--- config.mk ---
export PLATFORM = sky130hd
export DESIGN_NAME = fix_dot_acc
export DESIGN_NICKNAME = d
export VERILOG_FILES = /design/src/rtl/fix_pkg.sv /design/src/rtl/fix_sat.sv /design/src/rtl/fix_dot_acc.sv
export SDC_FILE = /design/constraint.sdc
export NUM_CORES = 2
export LEC_CHECK = 0
export ABC_AREA = 1
export CAP_MARGIN = 5
export CORE_UTILIZATION = 60
export CTS_BUF_LIST = sky130_fd_sc_hd__clkbuf_16
export DETAILED_ROUTE_END_ITERATION = 10
export PLACE_DENSITY = 0.82
export SYNTH_ARGS = -nofsm -noshare
export SYNTH_HDL_FRONTEND = slang
export SYNTH_SLANG_ARGS = --single-unit
export TNS_END_PERCENT = 100
--- constraint.sdc ---
create_clock -name clk_i -period 2.3 [get_ports clk_i]
set_clock_uncertainty 0.2 [all_clocks]
set_input_delay 0.46 -clock clk_i [delete_from_list [all_inputs] [get_ports clk_i]]
set_output_delay 0.46 -clock clk_i [all_outputs]
set_load 0.02 [all_outputs]
--- src/rtl/fix_pkg.sv ---
// Shared fixed-point helpers: format width derivations, saturation bounds
// and the dot-product engine state encoding.
package fix_pkg;

  typedef enum logic [1:0] {
    S_ACC   = 2'd0,
    S_DRAIN = 2'd1,
    S_OUT   = 2'd2
  } state_e;

  // Sign bit plus integer and fractional bits.
  function automatic int total_bits_f(input int int_bits, input int frac_bits);
    return int_bits + frac_bits + 1;
  endfunction

  // Scaled product width plus headroom for summing many products.
  function automatic int acc_w_f(input int int_bits, input int frac_bits,
                                 input int guard_bits);
    return 2 * total_bits_f(int_bits, frac_bits) - frac_bits + guard_bits;
  endfunction

  // Largest positive code; formats wider than 64 bits are not supported.
  function automatic logic signed [63:0] sat_max_f(input int int_bits,
                                                   input int frac_bits);
    return (64'sd1 <<< (int_bits + frac_bits)) - 64'sd1;
  endfunction

  // Symmetric negative bound: the most-negative code is reserved because the
  // float converter downstream reads it as -0.
  function automatic logic signed [63:0] sat_min_f(input int int_bits,
                                                   input int frac_bits);
    return -sat_max_f(int_bits, frac_bits);
  endfunction

endpackage

--- src/rtl/fix_sat.sv ---
// Combinational symmetric clamp from a wide accumulator to the
// Q(INT_BITS).(FRAC_BITS) result format, flagging when the clamp applies.
module fix_sat
  import fix_pkg::*;
#(
  parameter int INT_BITS  = 4,
  parameter int FRAC_BITS = 30,
  parameter int IN_W      = 48,
  localparam int OUT_W    = total_bits_f(INT_BITS, FRAC_BITS)
) (
  input  logic signed [IN_W-1:0]  val_i,
  output logic signed [OUT_W-1:0] sat_o,
  output logic                    ovf_o
);

  localparam logic signed [OUT_W-1:0] SAT_MAX = OUT_W'(sat_max_f(INT_BITS, FRAC_BITS));
  localparam logic signed [OUT_W-1:0] SAT_MIN = OUT_W'(sat_min_f(INT_BITS, FRAC_BITS));

  logic [IN_W-OUT_W:0] hi;
  logic                in_range;

  // Value fits when all bits from the output sign upward agree, excluding the
  // reserved most-negative code (ones above, all zeros below).
  always_comb begin
    hi       = val_i[IN_W-1:OUT_W-1];
    in_range = (hi == '0) || ((hi == '1) && (val_i[OUT_W-2:0] != '0));
    ovf_o    = !in_range;
    if (in_range) begin
      sat_o = val_i[OUT_W-1:0];
    end else if (val_i[IN_W-1]) begin
      sat_o = SAT_MIN;
    end else begin
      sat_o = SAT_MAX;
    end
  end

endmodule

--- src/rtl/fix_dot_acc.sv ---
// Streaming fixed-point dot-product engine: multiply, scale, accumulate,
// saturate. Optional build macro FIX_DOT_ACC_ROUND_EN selects round-half-up
// per product instead of truncation toward -inf; latency is unchanged.
module fix_dot_acc
  import fix_pkg::*;
#(
  parameter int INT_BITS   = 4,
  parameter int FRAC_BITS  = 30,
  parameter int GUARD_BITS = 8,
  parameter int MAX_LEN    = 256,
  localparam int TOTAL_BITS = total_bits_f(INT_BITS, FRAC_BITS)
) (
  input  logic                         clk_i,
  input  logic                         rst_i,
  input  logic                         in_valid_i,
  output logic                         in_ready_o,
  input  logic                         in_last_i,
  input  logic signed [TOTAL_BITS-1:0] a_i,
  input  logic signed [TOTAL_BITS-1:0] b_i,
  output logic                         out_valid_o,
  input  logic                         out_ready_i,
  output logic        [TOTAL_BITS-1:0] fixed_o,
  output logic                         ovf_o,
  output logic                         len_err_o
);

  localparam int PROD_W = 2 * TOTAL_BITS;
  localparam int ACC_W  = acc_w_f(INT_BITS, FRAC_BITS, GUARD_BITS);
  localparam int EXT_W  = PROD_W + GUARD_BITS;
  localparam int CNT_W  = $clog2(MAX_LEN) + 1;
`ifdef FIX_DOT_ACC_ROUND_EN
  localparam logic signed [EXT_W-1:0] RND_C = EXT_W'(1) <<< (FRAC_BITS - 1);
`else
  localparam logic signed [EXT_W-1:0] RND_C = '0;
`endif

  // Sign-extend, optionally round, then drop FRAC_BITS to realign the binary
  // point; the result always fits ACC_W by construction.
  function automatic logic signed [ACC_W-1:0] scale_f(input logic signed [PROD_W-1:0] p);
    logic signed [EXT_W-1:0] ext;
    logic signed [EXT_W-1:0] sh;
    ext = EXT_W'(p);
    sh  = (ext + RND_C) >>> FRAC_BITS;
    return ACC_W'(sh);
  endfunction

  state_e                    state_q, state_d;
  logic [CNT_W-1:0]          cnt_q;
  logic                      first_q;
  logic                      vld_p0_q, last_p0_q;
  logic                      last_p1_q;
  logic                      len_err_q, ovf_q;
  logic [TOTAL_BITS-1:0]     fixed_q;
  logic signed [PROD_W-1:0]  prod_p0_q;
  logic signed [ACC_W-1:0]   acc_p1_q, acc_d;
  logic signed [PROD_W-1:0]  a_ext, b_ext;
  logic signed [TOTAL_BITS-1:0] sat_val;
  logic                      sat_ovf;
  logic                      in_hs, out_hs, cnt_max, end_beat;

  assign in_ready_o  = (state_q == S_ACC) && !rst_i;
  assign out_valid_o = (state_q == S_OUT);
  assign fixed_o     = fixed_q;
  assign ovf_o       = ovf_q;
  assign len_err_o   = len_err_q;

  assign in_hs    = in_valid_i && in_ready_o;
  assign out_hs   = out_valid_o && out_ready_i;
  assign cnt_max  = (cnt_q == CNT_W'(MAX_LEN - 1));
  assign end_beat = in_hs && (in_last_i || cnt_max);
  assign a_ext    = PROD_W'(a_i);
  assign b_ext    = PROD_W'(b_i);

  // Next-state logic: accept beats, wait for the last product to land, present.
  always_comb begin
    state_d = state_q;
    unique case (state_q)
      S_ACC:   if (end_beat)    state_d = S_DRAIN;
      S_DRAIN: if (last_p1_q)   state_d = S_OUT;
      S_OUT:   if (out_ready_i) state_d = S_ACC;
      default:                  state_d = S_ACC;
    endcase
  end

  // Overwrite on the first beat of a vector, otherwise add.
  always_comb begin
    acc_d = first_q ? scale_f(prod_p0_q) : acc_p1_q + scale_f(prod_p0_q);
  end

  fix_sat #(
    .INT_BITS  (INT_BITS),
    .FRAC_BITS (FRAC_BITS),
    .IN_W      (ACC_W)
  ) u_sat (
    .val_i (acc_p1_q),
    .sat_o (sat_val),
    .ovf_o (sat_ovf)
  );

  // Control and result registers: FSM, beat count, stage valids, flags.
  always_ff @(posedge clk_i or posedge rst_i) begin
    if (rst_i) begin
      state_q   <= S_ACC;
      cnt_q     <= '0;
      first_q   <= 1'b1;
      vld_p0_q  <= 1'b0;
      last_p0_q <= 1'b0;
      last_p1_q <= 1'b0;
      len_err_q <= 1'b0;
      ovf_q     <= 1'b0;
      fixed_q   <= '0;
    end else begin
      state_q <= state_d;
      // stage p0: product captured on handshake
      vld_p0_q  <= in_hs;
      last_p0_q <= end_beat;
      // stage p1: product folded into the accumulator
      last_p1_q <= vld_p0_q && last_p0_q;
      if (out_hs)        first_q <= 1'b1;
      else if (vld_p0_q) first_q <= 1'b0;
      if (out_hs)     cnt_q <= '0;
      else if (in_hs) cnt_q <= cnt_q + 1'b1;
      if (out_hs)                              len_err_q <= 1'b0;
      else if (in_hs && cnt_max && !in_last_i) len_err_q <= 1'b1;
      // stage p2: saturated result registered for output
      if (last_p1_q) begin
        fixed_q <= sat_val;
        ovf_q   <= sat_ovf;
      end else if (out_hs) begin
        ovf_q   <= 1'b0;
      end
    end
  end

  // Datapath registers carry no reset; stage valids qualify their contents.
  always_ff @(posedge clk_i) begin
    if (in_hs)    prod_p0_q <= a_ext * b_ext;
    if (vld_p0_q) acc_p1_q  <= acc_d;
  end

endmodule

==> impl_metrics.tcl, run 1 <==
set metrics [dict create \
    gp_congestion 1.02 \
    io_buffers 113 \
    synth_area_sq_mm 0.0550 \
    grt-worst-endpoint "prod_p0_q[66]$_DFFE_PP_/D" \
    synth-edff-count 88 \
    clock_sinks 140 \
    async_flop_share 0.371 \
    synthMuxAreaShare 0 \
    yosysSeqAreaShare 0.0717 \
    yosysWarningCount 0 \
    start_util 0.609 \
    synth_top_cells_by_area "fa_1 48%, inv_1 15%, nand2_1 13%" \
    synth_top_family_by_area "adder cells" \
    syn_nets 8691 \
    grt_max_degree 45 \
    worst_endpoint_kind "register data pin" \
    io_pins 114 \
    synth_compound_area_frac 0.0318 \
    yosys_most_used_dff "edfxtp_1" \
    cts_buffers 17 \
    synth_xor_area_frac 0.00557 \
    grt_use_total 0.733 \
    yosysTopAreaCell "fa_1" \
    synth_cells 7054 \
    dpl-instance-area_sq_mm 0.0646 \
    root_buffer "clkbuf_16" \
    yosysMostFrequentCell "inv_1" \
    status "aborted with a tool error" \
    synthAdderAreaFrac 0.534 \
    error "[ERROR GRT-0232] Routing congestion too high. Check the congestion heatmap in the GUI." \
    htree_num_levels 4 \
    fp.dieW_microns 305 \
    cts_max_path_buffers 2 \
    synth_cell_type_count 51 \
    dp.cells 8854 \
    synth_simple_gate_area_frac 0.187 \
    synth-seq-cells 140 \
    yosys-top-cells-count "2149 x inv_1, 1908 x nand2_1, 1309 x fa_1" \
    overflow 424 \
    lastStage "5_1_grt" \
    netlist.area_leader.share 0.476 \
    hpwl_mm 144 \
    row_count 110 \
    die_h_microns 305 \
    avgSynthCellArea_sq_um 7.80 \
]
==> cell families after synthesis <==
logic type | Yosys count
flops | 140
xor+xnor | 35
simple gates | 2534
fa+ha+maj | 1562
buf+inv | 2461
compound gates | 322
==> through the flow <==
stage          setup WS, ns   util
2_1_floorplan         -5.04      -
3_3_place_gp          -5.69  0.715
3_5_place_dp          -5.79  0.715
4_1_cts               -4.68  0.810
==> what timing repair did <==
item / 4_1_cts
buffers inserted: 270
setup endpoints to repair: 83
gates resized for setup: 1646
pin swaps: 641
cloned: 51
hold buffers: 0
==> per-layer routing <==
| layer | GRT overflow | GRT usage |
|---|---|---|
| met1 | 15 | 0.731 |
| met2 | 248 | 0.895 |
| met5 | 8 | 0.389 |
| met3 | 14 | 0.585 |
| met4 | 139 | 0.711 |
==> inputs of run 2 (changes only) <==
Settings changed: CORE_UTILIZATION 60 to 40, CTS_BUF_LIST sky130_fd_sc_hd__clkbuf_16 to unset, PLACE_DENSITY 0.82 to unset, PLACE_DENSITY_LB_ADDON set to 0.15.
Clock period 2.3 ns to 2.99 ns, I/O delays scaled along.
==> run 2 against run 1 <==
Compared with the run above: the flow now finishes, with violations (negative setup slack); synthesized cell count unchanged; synthesized area unchanged.
==> impl_metrics.tcl, run 2 <==
set metrics [dict create \
    drt-initial-drc-count 3337 \
    routed_wl_mm 193 \
    cp.required_ns 2.99 \
    min_path_type "reg -> reg" \
    row_count 135 \
    htree_num_levels 4 \
    clk_pin_slew_ns 0.06 \
    worstMarginPinSlew_ns 0.596 \
    cpMostUsedCell "fa_2" \
    gp_congestion 0.946 \
    critPathMaxStageDelay_ns 0.61 \
    drc 0 \
    root_buffer "clkbuf_16" \
    critical_path_class "in -> reg" \
    async_flop_share 0.371 \
    synth_cells 7054 \
    drive_gt1_frac 0.235 \
    rsz0062_at_grt "yes" \
    finalSetupViolations 40 \
    fill_cells 12827 \
    avgSynthCellArea_sq_um 7.80 \
    cts_tree "built" \
    yosysMostFrequentCell "inv_1" \
    worstHoldEndpoint "last_p1_q" \
    multi_input_area_sq_mm 0.0454 \
    yosysSeqAreaShare 0.0717 \
    finalNonFillerCells 9514 \
    whs_path_depth 2 \
    slew_viol_final 0 \
    critPathLaunch "b_i[5]" \
    path_max_fanout 8 \
    clock_sinks 140 \
    antenna_found_initial 9 \
    start_util 0.405 \
    die_area_sq_mm 0.139 \
    r2r-end "acc_p1_q[46]" \
    core_region_area_sq_mm 0.136 \
    cp-start-kind "input pin" \
    worstSetupEndpointType "flop" \
    yosysTopAreaCell "fa_1" \
    final_cell_mix "1962 x inv_1, 1760 x nand2_1, 1191 x fa_1" \
    r2r_start "prod_p0_q[41]" \
    pre_cts_slack_ns -5.21 \
    synth_top_cells_by_area "fa_1 48%, inv_1 15%, nand2_1 13%" \
    wl_per_cell_microns 20.2 \
    status "finished, violations left" \
    setup_ws_ns -4.15 \
    final_net_count 9357 \
    regMostFlops "acc_p1_q" \
    cts_buffers 17 \
    final-seq-area_sq_mm 0.00395 \
    fin_crit_ns 7.14 \
    area.growth.synth_to_final_pct 28.1 \
    synth_area_sq_mm 0.0550 \
    routed_via_density 4.84 \
    overflow 0 \
    firstDrtPassIters 6 \
    yosys-top-cells-count "2149 x inv_1, 1908 x nand2_1, 1309 x fa_1" \
    cts_max_path_buffers 2 \
    min_from "last_p0_q" \
    netlist.area_leader.share 0.476 \
    clk_latency_ns 0.45 \
    ff2ff_setup_slack_ns 0.17 \
    yosys_most_used_dff "edfxtp_1" \
    first_global_vias 48963 \
    final_common_cell "inv_1" \
    slowest_stage "fa_2" \
    syn_nets 8691 \
    synth-seq-cells 140 \
    largest_register_ff_count 48 \
    cp.arrival_ns 7.13 \
    dp.cells 9271 \
    dr_total_vias 46025 \
    io_pins 114 \
    grt_pass1_wl_mm 293 \
    io_buffers 113 \
    fin_crit_sh 2.39 \
    r2r_cells 12 \
    die_h_microns 373 \
    maxCapViolCount 0 \
    slew_headroom 0.602 \
    violations "negative setup slack" \
    finalHoldViolations 0 \
    fmax_ghz 0.140 \
    yosysWarningCount 0 \
    cts_hold_buf 0 \
    antenna_left 0 \
    synth-edff-count 88 \
    timing.hold.ws_ns 0.255 \
    fp.dieW_microns 373 \
    synth_cell_type_count 51 \
    grt_max_degree 50 \
    hpwl_mm 149 \
    grt_use_total 0.275 \
]
==> run 2: routing by layer <==
| layer | global-route usage | vias up | share of wire |
|---|---|---|---|
| li1 | - | 21220 | - |
| met1 | 0.394 | 23300 | 0.44 |
| met2 | 0.457 | 1292 | 0.47 |
| met3 | 0.0245 | 203 | 0.059 |
| met4 | 0.0494 | 10 | 0.030 |
| met5 | 0 | - | 0.00034 |
==> run 2: kinds of logic (layout without fill, tap and decap cells) <==
logic type | Yosys count | count (layout) | share of synthesized area
AND/OR/NAND/NOR | 2534 | 2534 | 0.187
buffers and inverters | 2461 | 3139 | 0.170
adder cells (fa/ha/maj) | 1562 | 1562 | 0.534
AO/OA/AOI/OAI | 322 | 322 | 0.0318
flip-flops | 140 | 140 | 0.0717
XOR/XNOR | 35 | 35 | 0.00557
other | 0 | 1 | 0
==> run 2: timing repair <==
| action | CTS | global route |
|---|---|---|
| pin swaps | 301 | 387 |
| setup buffers | 105 | 81 |
| gates resized for setup | 705 | 586 |
| setup endpoints to repair | 40 | 43 |
| gates cloned | 30 | 17 |
==> run 2: per-stage QoR <==
step / instance area, sq um / util / TNS [ns]
after global routing: 70500 / 0.519 / -167.04
after floorplan: 57200 / - / -161.17
after CTS: 67800 / 0.498 / -160.54
after global placement: 63700 / 0.469 / -199.35
after detailed placement: 63700 / 0.469 / -199.85
final: 70500 / 0.519 / -160.18
==> run 2: layout make-up <==
| class | count | share of cell area |
|---|---|---|
| Antenna cell | 1 | 0.0000355 |
| Clock buffer | 20 | 0.00664 |
| Clock inverter | 11 | 0.00153 |
| Inverter | 2158 | 0.115 |
| Multi-Input combinational cell | 4453 | 0.643 |
| Sequential cell | 140 | 0.0560 |
| Tap cell | 1781 | 0.0316 |
| Timing Repair Buffer | 950 | 0.145 |
==> run 2: how the worst max path moves through the flow <==
stage	to	slack (ns)	depth (start not counted)
CTS	prod_p0_q[68]	-4.16	28
global placement	prod_p0_q[68]	-5.26	29
floorplan	prod_p0_q[68]	-4.49	24
global route	prod_p0_q[68]	-4.35	28
finish	prod_p0_q[67]	-4.15	29
detailed placement	prod_p0_q[68]	-5.21	29
==> run 2: critical path, delay by kind of cell <==
kind                       cells  cell delay (ns)
buffers and inverters         12             1.08
adders and majority gates      9             4.57
AOI/OAI and AO/OA              2             0.26
and+or+nand+nor                6             0.58
Power of run 2 is left out: the tool's default activity adds up to more than one toggle a clock period on the data nets, which glitch-free logic cannot reach.
